==> config.mk <==
export PLATFORM = sky130hd
export DESIGN_NAME = dmux_n_reg
export DESIGN_NICKNAME = d
export VERILOG_FILES = /design/src/rtl/dmux_n_reg.sv
export SDC_FILE = /design/constraint.sdc
export NUM_CORES = 1
export LEC_CHECK = 0
export CAP_MARGIN = 20
export CELL_PAD_IN_SITES_DETAIL_PLACEMENT = 0
export CELL_PAD_IN_SITES_GLOBAL_PLACEMENT = 1
export CORE_MARGIN = 4
export CORE_UTILIZATION = 35
export CTS_BUF_LIST = sky130_fd_sc_hd__clkbuf_16
export DETAILED_ROUTE_END_ITERATION = 8
export PLACE_DENSITY = 0.85
export REMOVE_ABC_BUFFERS = 1
export SYNTH_ARGS = -nofsm -noshare
export SYNTH_HDL_FRONTEND = slang
export SYNTH_SLANG_ARGS = --single-unit
==> constraint.sdc <==
create_clock -name clk -period 3.65 [get_ports clk]
set_input_delay 0.73 -clock clk [delete_from_list [all_inputs] [get_ports clk]]
set_output_delay 0.73 -clock clk [all_outputs]
set_load 0.01 [all_outputs]
==> src/rtl/dmux_n_reg.sv <==
// Registered 1-to-N demultiplexer with a one-entry valid/ready holding register per channel,
// broadcast mode, and a saturating counter of words dropped for an out-of-range select.
module dmux_n_reg #(
  parameter int unsigned WIDTH    = 16,
  parameter int unsigned SEL_W    = 3,
  parameter int unsigned CHANNELS = 8,
  parameter int unsigned DROP_W   = 8
) (
  input  logic                        clk,
  input  logic                        rst,
  input  logic [WIDTH-1:0]            din,
  input  logic [SEL_W-1:0]            sel,
  input  logic                        bcast,
  input  logic                        in_valid,
  output logic                        in_ready,
  output logic [CHANNELS*WIDTH-1:0]   out_data,
  output logic [CHANNELS-1:0]         out_valid,
  input  logic [CHANNELS-1:0]         out_ready,
  output logic [DROP_W-1:0]           drop_cnt
);

  logic [WIDTH-1:0]    data_q [CHANNELS];
  logic [WIDTH-1:0]    data_d [CHANNELS];
  logic [CHANNELS-1:0] valid_q, valid_d;
  logic [DROP_W-1:0]   drop_cnt_q, drop_cnt_d;

  logic [CHANNELS-1:0] free;
  logic [CHANNELS-1:0] sel_hit;
  logic [CHANNELS-1:0] load;
  logic                sel_in_range;
  logic                accept;

  // Decoding sel against each channel index avoids indexing past CHANNELS when sel is out of range.
  always_comb begin
    free    = '0;
    sel_hit = '0;
    for (int unsigned i = 0; i < CHANNELS; i++) begin
      free[i]    = !valid_q[i] || out_ready[i];
      sel_hit[i] = (sel == SEL_W'(i));
    end
    sel_in_range = |sel_hit;
  end

  always_comb begin
    in_ready = 1'b1;
    if (bcast)
      in_ready = &free;
    else if (sel_in_range)
      in_ready = |(free & sel_hit);
  end

  assign accept = in_valid && in_ready;

  always_comb begin
    load = '0;
    if (accept)
      load = bcast ? '1 : sel_hit;
  end

  always_comb begin
    valid_d    = valid_q & ~out_ready;
    drop_cnt_d = drop_cnt_q;
    for (int unsigned i = 0; i < CHANNELS; i++) begin
      data_d[i] = data_q[i];
      if (load[i]) begin
        data_d[i]  = din;
        valid_d[i] = 1'b1;
      end
    end
    if (accept && !bcast && !sel_in_range && (drop_cnt_q != '1))
      drop_cnt_d = drop_cnt_q + 1'b1;
  end

  always_ff @(posedge clk) begin
    if (rst) begin
      valid_q    <= '0;
      drop_cnt_q <= '0;
      for (int unsigned i = 0; i < CHANNELS; i++)
        data_q[i] <= '0;
    end else begin
      valid_q    <= valid_d;
      drop_cnt_q <= drop_cnt_d;
      for (int unsigned i = 0; i < CHANNELS; i++)
        data_q[i] <= data_d[i];
    end
  end

  always_comb begin
    out_data = '0;
    for (int unsigned i = 0; i < CHANNELS; i++)
      out_data[i*WIDTH +: WIDTH] = data_q[i];
  end

  assign out_valid = valid_q;
  assign drop_cnt  = drop_cnt_q;

endmodule

==> metrics.txt, run 1 <==
area of the core=21,800 µm²; Seq/Total Area, Yosys=37.3%; most frequent cells in the layout=clkdlybuf4s50_1, dfxtp_1; vias in the first global route=7,151; Root Driver=clkbuf_16; post-synth design cell area=about 7700 µm²; HP Start=drop_cnt[3]; Worst R2R End=data_q[0][54]; WHS Endpoint=drop_cnt[3]; Die W=between 150 and 200 µm; Row Count=between 50 and 60; GRT Overall Usage=about 22%; drt drc=0; first-pass GRT wire length=~43 mm; Post-CTS Resized=0; count of cell types in the netlist=30; DRT iter0 DRCs=569; ys flop type=dfxtp_1; Hold-fix buffers, CTS=0; Worst EP required=2920 ps; kind of critical path=input pin to output pin; Total Routed Length=approximately 28 mm; total leakage power=3.17 nW; worst setup margin=297 ps; Synth Instances=867; XOR/XNOR share of the synthesized area=0%; CTS Buffer Depth=2; Via density=between 5 and 6; Critical Path Source Type=input pin; main combinational cell family by area after synthesis=simple AND/OR/NAND/NOR gates; Worst setup EP type=output pin; GPL Wtd Cong=0.809; fin crit period=3350 ps; share of layout cells above drive strength 1=8.79%; Starting Density=35.5%; Worst Skew=6.43 ps; pre-CTS WS=between 200 and 300 ps; RR Startpoint=out_valid[7]; FF+latch area=2880 µm²; CTS tree=done; Final Non-Filler Cells=1,304; Synth Area in Compound Gates=21.7%; EDFF count, synth=0; CTS buffer count=17; I/O pin cnt=about 180; post-DR wirelength/cell=21.4 µm; outcome=complete, no violations; count of input and output buffers=about 180; hold path cells=1; via count=7,633; worst path arrival time=between 2000 and 3000 ps; Max-slew headroom=25.8%; Die H=157 µm; pwr/cell area=443 nW/µm²; Clock Sinks=144; Final period util=91.9%; crit-path max FO=7; Hold WS=467 ps; RSZ-0062 raised after global routing=false; diode count=0; final hold vios=0; Synth Area in Adders=0%; Area Growth Syn to Fin=33.5%; total global routing overflow=0; FFs w/ async S/R, synth=0%; dpl hpwl=17.1 mm; clk slew on worst S/H paths=about 60 ps; Placed Cells incl. Taps=1,272; Total Power=0.00457 W; Clock Latency Late Sink=420 ps; Multi-input gate area=4410 µm²; pin count of the biggest net entering global routing=118; antenna violations before repair=0; commonest non-fill, non-tap cell in the layout=clkdlybuf4s50_1; worst ir drop on vdd=between 300 and 400 µV; Fmax=0.298 GHz; Slew Viols, Final=0; Final Setup Violations=0; DRT antenna net count=0; die outline area=24,500 µm²; Layout fillers=2,084; fin nets=around 1,000; Max H-tree Level=4; postcts setup bufs=0; R2R depth=6; Warnings, synthesis=0; hold crit path type=flip-flop to flip-flop; mux share of post-synthesis cell area=0.712%; syn avg cell area=about 8.9 µm²; drt pass-1 iters=5; flop2flop setup slack=~1400 ps; maxcap violations=0; Post-Synth Simple-Gate Area=34.4%; Yosys reg bits=144; Worst Max-Slew Pin Slew=1110 ps
[metrics by stage]
step,TNS [ps],utilization (%),area [µm²]
finish,0,47.4,10300
global route,0,47.4,10300
CTS,0,47.4,10300
detailed placement,0,44.9,9760
global placement,0,44.9,9760
floorplan,-168280,-,7270
[state kept, by name, indices dropped and copies added (netlist names)]
name	cells
data_q	128
drop_cnt	8
out_valid	8
[cell usage after synthesis (2+ instances only)]
cell	n	area, µm²
nand2_1	17	63.8
mux4_2	2	45.0
a21oi_1	128	641
nor2_1	25	93.8
buf_6	11	124
buf_2	10	50.1
and3_1	7	43.8
nand3_1	6	30.0
o211ai_1	128	961
nand2b_1	9	56.3
buf_4	4	30.0
nor2b_1	19	119
clkbuf_1	57	214
nand4_1	7	43.8
nand4_4	10	213
buf_1	9	33.8
nand3b_1	128	961
dfxtp_1	144	2880
a311oi_1	8	70.1
nor3b_1	128	961
[how the worst max path moves through the flow]
stage                      start           end  slack (ps)  cells past startpoint
floorplan           out_ready[7]  data_q[0][0]       -1310                      4
global placement          sel[0]      in_ready         300                      5
detailed placement        sel[0]      in_ready         290                      5
CTS                       sel[0]      in_ready         300                      5
global route              sel[0]      in_ready         180                      5
finish                    sel[0]      in_ready         300                      5
[critical path: stages]
cell             delay, ps
clkdlybuf4s50_1        610
mux4_2                 530
mux2i_1                140
o21ai_0                110
clkdlybuf4s50_1        500
[logic make-up after synthesis]
logic type / count (synthesis)
compound gates: 265
simple gates: 363
mux: 3
flops: 144
buf+inv: 92
[cell type report]
| class | instances | area share [%] |
|---|---|---|
| multi-input cells | 631 | 42.8 |
| clock inverters | 15 | 1.27 |
| clock buffers | 17 | 4.12 |
| repair buffers | 217 | 20.5 |
| well taps | 280 | 3.39 |
| flip-flops and latches | 144 | 27.9 |
[metal layers]
metal	up-vias	global-route usage, %	wire [µm]
li1	3574	-	-
met1	3730	32.1	12600
met4	0	5.66	501
met3	38	4.04	1940
met2	291	34.5	12800
met5	-	0	0
[where the power goes]
group	internal (W)	total, W	switching, W
clock network	0.000990	0.00170	0.000712
logic	0.000509	0.00101	0.000504
registers	0.00173	0.00186	0.000131
total	0.00323	0.00457	0.00135
Note: power is estimated with default switching activity, not from simulation.
==> run 2, diff against run 1 <==
--- a/config.mk
+++ b/config.mk
@@ -12,6 +12,7 @@
 export CORE_UTILIZATION = 35
 export CTS_BUF_LIST = sky130_fd_sc_hd__clkbuf_16
 export DETAILED_ROUTE_END_ITERATION = 8
+export MAX_ROUTING_LAYER = met4
 export PLACE_DENSITY = 0.85
 export REMOVE_ABC_BUFFERS = 1
 export SYNTH_ARGS = -nofsm -noshare
==> metrics.txt, run 2 (synthesis results as in run 1) <==
outcome=complete, no violations; Die H=about 160 µm; RSZ-0062 raised after global routing=false; Layout fillers=2,084; GPL Wtd Cong=a little over 0.8; RR Startpoint=out_valid[7]; Clock Sinks=144; Max-slew headroom=25.3%; via count=between 7,000 and 8,000; Hold-fix buffers, CTS=0; maxcap violations=0; pre-CTS WS=290 ps; Clock Latency Late Sink=around 420 ps; sequential share of power=slightly above 40%; CP startpoint=sel[0]; Combinational Power Share=22.2%; count of input and output buffers=175; Max H-tree Level=4; die outline area=24,500 µm²; pwr/cell area=443 nW/µm²; Total Power=0.00457 W; drt pass-1 iters=6; Int Power=0.00323 W; Worst Skew=6.34 ps; I/O pin cnt=176; Worst Max-Slew Pin Slew=approximately 1100 ps; routing usage on met1=between 30% and 40%; clock share of power=37.1%; Starting Density=~36%; met3 Use GR=3.73%; diode count=0; fin crit period=approximately 3400 ps; crit path capture=in_ready; pin count of the biggest net entering global routing=118; worst path arrival time=2620 ps; Via density=5.87; DRT iter0 DRCs=about 530; area of the core=21,800 µm²; Root Driver=clkbuf_16; commonest non-fill, non-tap cell in the layout=clkdlybuf4s50_1; Final Non-Filler Cells=1,304; Switching Power=0.00134 W; CTS Buffer Depth=2; flop2flop setup slack=1380 ps; Slew Viols, Final=0; clk slew on worst S/H paths=60 ps; met2 Use GR=34.5%; Post-CTS Resized=0; Fmax=0.298 GHz; share of layout cells above drive strength 1=8.79%; DRT antenna net count=0; post-DR wirelength/cell=21.3 µm; Row Count=54; Area Growth Syn to Fin=33.5%; Total Routed Length=roughly 28 mm; total leakage power=around 3.2 nW; total global routing overflow=0; Final Setup Violations=0; postcts setup bufs=0; CTS tree=done; TNS Setup=0 ps; drt drc=0; first-pass GRT wire length=42.8 mm; Worst setup EP type=output pin; Hold WS=roughly 470 ps; Final period util=91.8%; R2R depth=6; fin nets=1,042; busiest grt layer=met2; switch share=29.4%; hold path cells=1; Critical Path Source Type=input pin; Worst EP required=2920 ps; Worst R2R End=data_q[0][101]; antenna violations before repair=0; most frequent cells in the layout=clkdlybuf4s50_1, dfxtp_1; Largest Register=data_q; Placed Cells incl. Taps=1,272; kind of critical path=input pin to output pin; dpl hpwl=roughly 17 mm; CTS buffer count=17; max reg flops=128; worst ir drop on vdd=324 µV; vias in the first global route=7,149; crit-path max FO=7; GRT Overall Usage=22.9%; worst setup margin=298 ps; final hold vios=0; Die W=157 µm; hold crit path type=flip-flop to flip-flop
==> run 2: cell counts in the layout (fill, tap and decap cells not counted) <==
No cell type changed its count.
==> run 2: per-layer routing <==
layer  vias to the layer above  wire [µm]
li1                       3569          -
met3                        36       1860
met5                         -          0
met4                         0        487
met1                      3738      12700
met2                       306      12700
==> run 2: worst max-delay path, cell delays in order <==
cell,delay (ps)
clkdlybuf4s50_1,610
mux4_2,530
mux2i_1,140
o21ai_0,110
clkdlybuf4s50_1,500
==> run 2: final cells by class <==
class	count	area, µm²	area share [%]
clock inverters	15	131	1.27
repair buffers	217	2120	20.5
flip-flops and latches	144	2880	27.9
well taps	280	350	3.39
multi-input cells	631	4410	42.8
clock buffers	17	425	4.12
==> run 2: worst min path at each step <==
stage                start           to
2_1_floorplan  drop_cnt[0]  drop_cnt[0]
3_5_place_dp   drop_cnt[4]  drop_cnt[4]
5_1_grt        drop_cnt[3]  drop_cnt[3]
4_1_cts        drop_cnt[3]  drop_cnt[3]
6_report       drop_cnt[3]  drop_cnt[3]
3_3_place_gp   drop_cnt[4]  drop_cnt[4]
==> run 2: through the flow <==
step | instance area (µm²) | util (%)
6_report | 10300 | 47.4
5_1_grt | 10300 | 47.4
4_1_cts | 10300 | 47.4
3_5_place_dp | 9760 | 44.9
3_3_place_gp | 9760 | 44.9
2_1_floorplan | 7270 | -
==> run 2: power groups by stage <==
| stage | clock network, W | logic [W] | registers (W) |
|---|---|---|---|
| 5_1_grt | 0.00180 | 0.00108 | 0.00188 |
| 2_1_floorplan | 0 | 0.000368 | 0.00192 |
| 4_1_cts | 0.00173 | 0.00102 | 0.00186 |
| 6_report | 0.00170 | 0.00101 | 0.00186 |
| 3_3_place_gp | 0 | 0.00100 | 0.00189 |
| 3_5_place_dp | 0 | 0.00101 | 0.00189 |
==> run 3, diff against run 2 <==
==> constraint.sdc (replaced) <==
create_clock -name clk -period 3.8 [get_ports clk]
set_input_delay 0.76 -clock clk [delete_from_list [all_inputs] [get_ports clk]]
set_output_delay 0.76 -clock clk [all_outputs]
set_load 0.02 [all_outputs]
==> metrics.txt, run 3 (synthesis results as in run 1) <==
outcome=complete, no violations; Placed Cells incl. Taps=between 1,000 and 1,500; dpl hpwl=about 17 mm; pwr/cell area=~440 nW/µm²; R2R depth=6; clk slew on worst S/H paths=60 ps; Clock Sinks=144; sequential share of power=between 30% and 40%; worst path arrival time=2740 ps; commonest non-fill, non-tap cell in the layout=clkdlybuf4s50_1; kind of critical path=input pin to output pin; vias in the first global route=~7,100; hold crit path type=flip-flop to flip-flop; Combinational Power Share=between 20% and 30%; RR Startpoint=out_valid[3]; Via density=5.93; Final Setup Violations=0; Worst Max-Slew Pin Slew=1110 ps; Critical Path Source Type=input pin; met3 Use GR=3.87%; Finished Core Util=between 40% and 50%; clock share of power=37.2%; Post-CTS Resized=0; busiest grt layer=met2; Worst Skew=9.82 ps; Int Power=about 0.0032 W; Largest Register=data_q; Die W=between 150 and 200 µm; pin count of the biggest net entering global routing=about 110; CTS tree=done; Root Driver=clkbuf_16; Starting Density=35.5%; pre-CTS WS=314 ps; Total Power=0.00457 W; worst setup margin=304 ps; Row Count=54; Die H=157 µm; postcts setup bufs=0; Max H-tree Level=4; fin nets=1,040; drt pass-1 iters=5; switch share=30.8%; total global routing overflow=0; GPL Wtd Cong=approximately 0.80; most frequent cells in the layout=clkdlybuf4s50_1, dfxtp_1; DRT antenna net count=0; RSZ-0062 raised after global routing=false; Max-slew headroom=26.2%; antenna violations before repair=0; count of input and output buffers=~180; diode count=0; Hold WS=466 ps; Worst R2R End=data_q[0][5]; DRT iter0 DRCs=829; Total Routed Length=28.2 mm; Final Non-Filler Cells=1,302; Switching Power=0.00141 W; via count=7,720; crit-path max FO=9; post-DR wirelength/cell=21.6 µm; Slew Viols, Final=0; max reg flops=128; area of the core=21,800 µm²; maxcap violations=0; Clock Latency Late Sink=420 ps; total leakage power=3.15 nW; worst ir drop on vdd=299 µV; I/O pin cnt=roughly 180; hold path cells=1; Worst setup EP type=output pin; met2 Use GR=34.3%; WHS Endpoint=drop_cnt[3]; drt drc=0; flop2flop setup slack=1540 ps; routing usage on met1=31.5%; GRT Overall Usage=22.9%; Fmax=0.286 GHz; CTS Buffer Depth=2; Final period util=92.0%; fin crit period=around 3500 ps; first-pass GRT wire length=roughly 43 mm; HP Start=drop_cnt[3]; CTS buffer count=17; Area Growth Syn to Fin=33.4%; Worst EP required=a little over 3000 ps; die outline area=24,500 µm²; final hold vios=0; share of layout cells above drive strength 1=8.51%; Hold-fix buffers, CTS=0
-- run 3: cell count changes in the layout (fill, tap and decap cells not counted), sizes merged --
cell and delta:
inv -1, clkinvlp +1, buf -2, clkinv -1, bufinv +1
-- run 3: metal layers --
metal	up-vias	routed length (µm)
met4	0	548
li1	3569	-
met2	339	12900
met1	3763	12600
met3	49	2130
met5	-	0
-- run 3: how the worst max path moves through the flow --
stage                 start            to  slack [ps]  cells after the start
4_1_cts              sel[2]      in_ready         310                      5
2_1_floorplan  out_ready[7]  data_q[0][0]       -1190                      4
6_report       out_ready[3]      in_ready         300                      6
5_1_grt        out_ready[3]      in_ready         190                      6
3_5_place_dp         sel[2]      in_ready         310                      5
3_3_place_gp         sel[2]      in_ready         320                      5
-- run 3: metrics by stage --
stage          setup TNS (ps)  area [µm²]
3_5_place_dp                0        9740
2_1_floorplan         -152920        7270
5_1_grt                     0       10300
3_3_place_gp                0        9740
6_report                    0       10300
4_1_cts                     0       10300
-- run 3: power by group through the flow --
stage,Sequential [W],Clock [W],Combinational [W]
6_report,0.00179,0.00170,0.00108
5_1_grt,0.00180,0.00178,0.00115
4_1_cts,0.00179,0.00172,0.00108
3_5_place_dp,0.00182,0,0.00108
3_3_place_gp,0.00181,0,0.00107
2_1_floorplan,0.00196,0,0.000355
-- run 3: area by class of cell --
type,instances,area (µm²)
fillers,2092,11400
multi-input cells,631,4410
flip-flops and latches,144,2880
repair buffers,215,2090
clock buffers,17,425
well taps,280,350
clock inverters,15,154
-- run 3: worst max-delay path, cell delays in order --
cell and delay (ps):
clkdlybuf4s50_1 480, nor2b_1 110, nor4_4 360, nand3_2 250, o21ai_0 150, clkdlybuf4s50_1 630
